**config.mk**
```make
export PLATFORM = sky130hd
export DESIGN_NAME = flash_bpi_ctrl
export DESIGN_NICKNAME = d
export VERILOG_FILES = /design/src/rtl/flash_bpi_ctrl.sv
export SDC_FILE = /design/constraint.sdc
export NUM_CORES = 1
export LEC_CHECK = 0
export CORE_ASPECT_RATIO = 1.4
export CORE_MARGIN = 3
export CORE_UTILIZATION = 47
export CTS_BUF_LIST = sky130_fd_sc_hd__clkbuf_8
export DETAILED_ROUTE_END_ITERATION = 10
export GPL_TIMING_DRIVEN = 0
export PLACE_DENSITY = 0.79
export RECOVER_POWER = 25
export SYNTH_ARGS = -nofsm -noshare
export SYNTH_HDL_FRONTEND = slang
export SYNTH_SLANG_ARGS = --single-unit
```
**constraint.sdc**
```tcl
create_clock -name CLK -period 2.8 [get_ports CLK]
set_clock_uncertainty 0.1 [all_clocks]
set_input_delay 0.56 -clock CLK [delete_from_list [all_inputs] [get_ports CLK]]
set_output_delay 0.56 -clock CLK [all_outputs]
set_load 0.02 [all_outputs]
```
**src/rtl/flash_bpi_ctrl.sv**
```systemverilog
// flash_bpi_ctrl: word-level sequencer for a 16-bit BPI (P30 command set) NOR flash.
// Build option: define FLASH_UNLOCK_EN to prefix program/erase with a block-unlock pair (60h, D0h).
module flash_bpi_ctrl #(
    parameter int RD_WAIT  = 10,
    parameter int SETUP    = 2,
    parameter int WE_PULSE = 4,
    parameter int POLL_MAX = 2**22
) (
    input  logic        CLK,
    input  logic        RST_N,
    input  logic        req_valid,
    output logic        req_ready,
    input  logic [1:0]  req_op,
    input  logic [23:0] req_addr,
    input  logic [15:0] req_wdata,
    output logic        rsp_valid,
    output logic [15:0] rsp_data,
    output logic        rsp_err,
    output logic        busy,
    output logic [23:0] flash_addr,
    output logic [15:0] flash_dq_o,
    output logic        flash_dq_oe,
    input  logic [15:0] flash_dq_i,
    input  logic        flash_wait,
    output logic        flash_ce_n,
    output logic        flash_oe_n,
    output logic        flash_we_n
);
    localparam int PCW = $clog2(POLL_MAX) + 1;

    localparam logic [1:0] OP_READ  = 2'b00;
    localparam logic [1:0] OP_PROG  = 2'b01;
    localparam logic [1:0] OP_ERASE = 2'b10;
    localparam logic [1:0] OP_STAT  = 2'b11;

    typedef enum logic [3:0] {
        IDLE, WR_SETUP, WR_PULSE, WR_HOLD, WR_REC, RD_ACT, RD_REC, POLL_CHK, RESP
    } state_t;

    // Position within the command sequence; selects the word driven by the next write cycle.
    typedef enum logic [2:0] {
        SQ_UNLK, SQ_UNLK_CF, SQ_CMD1, SQ_CMD2, SQ_POLL, SQ_CLR, SQ_ARRAY
    } step_t;

    state_t           r_state, w_nxt_state;
    step_t            r_step, w_nxt_step;
    logic [1:0]       r_op;
    logic [23:0]      r_addr;
    logic [15:0]      r_wdata;
    logic [15:0]      r_cnt;
    logic [PCW-1:0]   r_poll;
    logic [15:0]      r_rdata;
    logic             r_err, w_nxt_err;
    logic [15:0]      r_rsp_data;
    logic             r_rsp_err;
    logic             w_sample;
    logic             w_rd_last;
    logic             w_wr_bus;
    logic [15:0]      w_cmd;

    assign w_rd_last = (r_cnt == 16'(RD_WAIT - 1));

    always_comb begin
        w_nxt_state = r_state;
        w_nxt_step  = r_step;
        w_nxt_err   = r_err;
        w_sample    = 1'b0;
        case (r_state)
            IDLE: begin
                if (req_valid) begin
                    w_nxt_err = 1'b0;
                    if (req_op == OP_READ) begin
                        w_nxt_state = RD_ACT;
                        w_nxt_step  = SQ_POLL;
                    end else begin
                        w_nxt_state = WR_SETUP;
`ifdef FLASH_UNLOCK_EN
                        w_nxt_step  = (req_op == OP_STAT) ? SQ_CMD1 : SQ_UNLK;
`else
                        w_nxt_step  = SQ_CMD1;
`endif
                    end
                end
            end
            WR_SETUP: if (r_cnt == 16'(SETUP - 1))    w_nxt_state = WR_PULSE;
            WR_PULSE: if (r_cnt == 16'(WE_PULSE - 1)) w_nxt_state = WR_HOLD;
            WR_HOLD:  w_nxt_state = WR_REC;
            WR_REC: begin
                case (r_step)
                    SQ_UNLK:    begin w_nxt_step = SQ_UNLK_CF; w_nxt_state = WR_SETUP; end
                    SQ_UNLK_CF: begin w_nxt_step = SQ_CMD1;    w_nxt_state = WR_SETUP; end
                    SQ_CMD1: begin
                        if (r_op == OP_STAT) begin
                            w_nxt_step  = SQ_POLL;
                            w_nxt_state = RD_ACT;
                        end else begin
                            w_nxt_step  = SQ_CMD2;
                            w_nxt_state = WR_SETUP;
                        end
                    end
                    SQ_CMD2:    begin w_nxt_step = SQ_POLL;  w_nxt_state = RD_ACT;   end
                    SQ_CLR:     begin w_nxt_step = SQ_ARRAY; w_nxt_state = WR_SETUP; end
                    default:    w_nxt_state = RESP;
                endcase
            end
            RD_ACT: begin
                if (w_rd_last && !flash_wait) begin
                    w_sample    = 1'b1;
                    w_nxt_state = RD_REC;
                end
            end
            RD_REC: w_nxt_state = (r_op == OP_READ) ? RESP : POLL_CHK;
            POLL_CHK: begin
                if (r_op == OP_STAT || r_rdata[7]) begin
                    w_nxt_err   = r_rdata[5] | r_rdata[4] | r_rdata[1];
                    w_nxt_step  = w_nxt_err ? SQ_CLR : SQ_ARRAY;
                    w_nxt_state = WR_SETUP;
                end else if (r_poll >= PCW'(POLL_MAX)) begin
                    w_nxt_err   = 1'b1;
                    w_nxt_step  = SQ_CLR;
                    w_nxt_state = WR_SETUP;
                end else begin
                    w_nxt_state = RD_ACT;
                end
            end
            RESP:    w_nxt_state = IDLE;
            default: w_nxt_state = IDLE;
        endcase
    end

    always_comb begin
        case (r_step)
            SQ_UNLK:    w_cmd = 16'h0060;
            SQ_UNLK_CF: w_cmd = 16'h00D0;
            SQ_CMD1:    w_cmd = (r_op == OP_PROG) ? 16'h0040 :
                                (r_op == OP_ERASE) ? 16'h0020 : 16'h0070;
            SQ_CMD2:    w_cmd = (r_op == OP_PROG) ? r_wdata : 16'h00D0;
            SQ_CLR:     w_cmd = 16'h0050;
            default:    w_cmd = 16'h00FF;
        endcase
    end

    always_ff @(posedge CLK or negedge RST_N) begin
        if (!RST_N) begin
            r_state    <= IDLE;
            r_step     <= SQ_ARRAY;
            r_op       <= OP_READ;
            r_addr     <= '0;
            r_wdata    <= '0;
            r_cnt      <= '0;
            r_poll     <= '0;
            r_rdata    <= '0;
            r_err      <= 1'b0;
            r_rsp_data <= '0;
            r_rsp_err  <= 1'b0;
        end else begin
            r_state <= w_nxt_state;
            r_step  <= w_nxt_step;
            r_err   <= w_nxt_err;
            // Counter restarts on every state change and freezes while WAIT stretches the read sample.
            if (w_nxt_state != r_state)
                r_cnt <= '0;
            else if (r_state != IDLE && !(r_state == RD_ACT && w_rd_last))
                r_cnt <= r_cnt + 16'd1;
            if (r_state == IDLE && req_valid) begin
                r_op    <= req_op;
                r_addr  <= req_addr;
                r_wdata <= req_wdata;
                r_poll  <= '0;
            end
            if (w_sample) begin
                r_rdata <= flash_dq_i;
                if (r_op != OP_READ && r_poll != '1)
                    r_poll <= r_poll + 1'b1;
            end
            if (r_state != RESP && w_nxt_state == RESP) begin
                r_rsp_data <= r_rdata;
                r_rsp_err  <= w_nxt_err;
            end
        end
    end

    assign w_wr_bus    = (r_state == WR_SETUP) || (r_state == WR_PULSE) || (r_state == WR_HOLD);
    assign flash_ce_n  = !(w_wr_bus || r_state == RD_ACT);
    assign flash_oe_n  = !(r_state == RD_ACT);
    assign flash_we_n  = !(r_state == WR_PULSE);
    assign flash_dq_oe = w_wr_bus;
    assign flash_dq_o  = w_wr_bus ? w_cmd : 16'h0000;
    assign flash_addr  = r_addr;
    assign req_ready   = (r_state == IDLE);
    assign busy        = !req_ready;
    assign rsp_valid   = (r_state == RESP);
    assign rsp_data    = r_rsp_data;
    assign rsp_err     = r_rsp_err;

endmodule

```
==> run metrics <==
combinational power share=0.433; detailed-route DRC error count=0; setup violators final=0; Synth Area in Adders=0.0168; hold_buf cts=0; Critical Path AT=2090 ps; die height=139 microns; status=finished, final reports clean; synth warn=0; Final Non-Filler Cells=929; vias per cell=5.65; Slew @ Worst Pin=1430 ps; CTS tree=done; number of synthesized flops with an enable pin=0; layout cells sized above 1=0.158; post-synthesis sequential area ratio=0.512; Antenna diodes=0; Iter 0 DRT Violations=395; most common cell after layout, fill and taps aside=nand2_1; Int Power=4670 uW; internal reg-to-reg setup slack=130 ps; Placement Setup Slack=-500 ps; All-Layer GR Usage=0.230; asr flop ratio synth=1.00; max frequency=0.364 GHz; clock buffer count from CTS=17; pin count of the biggest net entering global routing=66; area delta synth->final=32.7%; cell area after layout=7920 sq um; FF/Latch Area=3060 sq um; Inst Count DP=897; antenna violations before repair=0; vias post-DR=5250; post-synthesis average cell area=9.61 sq um; Die W=101 microns; syn_nets=691; final wirelength=15500 microns; site row count=48; Synth Area in Simple Gates=0.252; global-route wire length before repair=26000 microns; core area=12400 sq um; Placement Cell Area=7440 sq um; Sink Count=122; RSZ-0062 raised after global routing=true; Synth Instances=621; total grt overflow=0; crit path kind=flip-flop to output pin; largest family of logic cells by synthesized area=simple AND/OR/NAND/NOR gates; compound-cell area share of the yosys netlist=0.0681; Hold Slack=362 ps; Pleak=0.00364 uW; Distinct cells, synth=51; clock buffer depth=2; GP Congestion=0.880; final hold viol count=0; worst setup margin=51.2 ps; post-DP HPWL=11100 microns; final core utilization=0.640; Die ar.=14100 sq um; min cycle time layout=2750 ps; top-level port count=126; R2R cell count=8; period utilisation layout=0.982; crit end category=output pin; vias in the first global route=5366; Hold Crit Class=input port to asynchronous set/reset pin; Nets=836; Top FF cell, synth=dfrtp_1; P per Cell Area=961 nW/um^2; Fillers=1012; clock slew at reported path FFs=70 ps; CTS H-tree lvls=4; number of synthesized register bits=122; area of the multi-input gates=2790 sq um; final max-slew violation count=0; Clock Latency Late Sink=430 ps; post-synthesis mux area share=0.0948; Sw Ratio=0.387; max capacitance violation total=0; Sw Pwr=2950 uW; post-synthesis cell area=5970 sq um; capturing point of the worst reg2reg path=r_cnt[7]; crit path launch type=flip-flop; Root Driver=clkbuf_8; commonest cells after routing, fill and taps aside=nand2_1, dfrtp_1, clkdlybuf4s50_1, mux2_2, a21oi_1; PortBufs=125; Flop pwr share=0.329; Peak supply drop=0.570 mV; FF-to-FF Start=r_state[2]; Post-DRT Antenna Nets=0; wire per inst=16.7 microns; Post-Synth XOR/XNOR Area=0.0235; Initial Utilization=0.482; slew margin rel.=0.0496; drt pass-1 iters=7; Clock Power Share=0.238; worst path required time=2140 ps; crit path max fanout=10
## cell type report
type,count,share of cell area
Inverter,15,0.00774
Sequential cell,122,0.386
Buffer,32,0.0199
Multi-Input combinational cell,450,0.352
Clock inverter,14,0.0278
Tap cell,150,0.0237
Timing Repair Buffer,127,0.151
Timing Repair inverter,1,0.000790
Clock buffer,18,0.0313
## cells by family after synthesis
kind of cell | Yosys count
AND/OR/NAND/NOR | 307
flip-flops | 122
AO/OA/AOI/OAI | 67
multiplexers | 52
buffers and inverters | 49
XOR/XNOR | 16
adder cells (fa/ha/maj) | 8
## what timing repair did
action / CTS / global route
setup buffers: 1 / 0
endpoints found under the hold margin: 0 / 0
pin swaps: 1 / 1
resized for setup: 49 / 44
cloned: 0 / 1
endpoints found under the setup margin: 32 / 40
## state kept, by name, summed over array words and instances, names as in the netlist
name        cells
flash_addr     24
r_cnt          16
r_err           1
r_op            2
r_poll         23
r_rdata        16
r_state         4
r_step          3
r_wdata        16
rsp_data       16
rsp_err         1
## per-layer routing
| metal | up-vias | global-route usage | share of wire |
|---|---|---|---|
| met5 | - | 0 | 0 |
| met4 | 0 | 0.0896 | 0.024 |
| met3 | 35 | 0.0517 | 0.049 |
| met2 | 193 | 0.399 | 0.54 |
| met1 | 2560 | 0.274 | 0.38 |
| li1 | 2462 | - | - |
## cell usage after synthesis (all sizes together), types with 3 or more instances
| cell type | number | area share |
|---|---|---|
| mux2 | 36 | 0.068 |
| clkbuf | 30 | 0.019 |
| nor4 | 23 | 0.028 |
| o21ai | 15 | 0.013 |
| or4 | 10 | 0.013 |
| dfrtp | 120 | 0.50 |
| xor2 | 14 | 0.021 |
| nor3b | 3 | 0.0038 |
| nor3 | 9 | 0.0075 |
| mux2i | 16 | 0.027 |
| nand2 | 165 | 0.10 |
| o31ai | 8 | 0.010 |
| a31oi | 5 | 0.0052 |
| a21oi | 25 | 0.021 |
| or2 | 3 | 0.0031 |
| nand2b | 4 | 0.0042 |
| inv | 14 | 0.0088 |
| buf | 4 | 0.0044 |
| and2 | 3 | 0.0031 |
| nand3 | 19 | 0.016 |
| ha | 8 | 0.017 |
| nor2 | 17 | 0.011 |
| nand4 | 19 | 0.021 |
| and4 | 5 | 0.0073 |
| nor2b | 5 | 0.0052 |
| nand3b | 3 | 0.0038 |
| and3 | 14 | 0.015 |
## how the worst max path moves through the flow
stage               start        endpoint  slack, ps  depth (start not counted)
2_1_floorplan  r_state[0]      flash_ce_n        210                          5
3_3_place_gp        RST_N    rsp_data[13]      -3500                          1
3_5_place_dp   r_state[0]  flash_dq_o[13]       -500                          6
4_1_cts         r_step[1]   flash_dq_o[1]          4                          6
5_1_grt        r_state[0]  flash_dq_o[10]        -70                          6
6_report       r_state[1]  flash_dq_o[10]         50                          6
## critical path, stage by stage (launching register included)
cell,delay (ps)
dfrtp_1,390
clkbuf_2,200
clkbuf_8,210
o21ai_4,300
clkinv_4,100
and3_1,190
clkdlybuf4s15_1,280
## power by group through the flow
stage / clock (uW) / sequential [uW] / combinational (uW)
5_1_grt: 1920 / 2570 / 3560
6_report: 1810 / 2510 / 3300
3_5_place_dp: 0 / 2520 / 3210
2_1_floorplan: 0 / 2790 / 1560
3_3_place_gp: 0 / 2490 / 3130
4_1_cts: 1840 / 2490 / 3280
## through the flow
stage,total power (uW),TNS [ps]
2_1_floorplan,4350,0
3_3_place_gp,5620,-429230
4_1_cts,7610,0
6_report,7610,0
5_1_grt,8050,-69.8
3_5_place_dp,5730,-6550
Power figures use the tool's default switching activity.
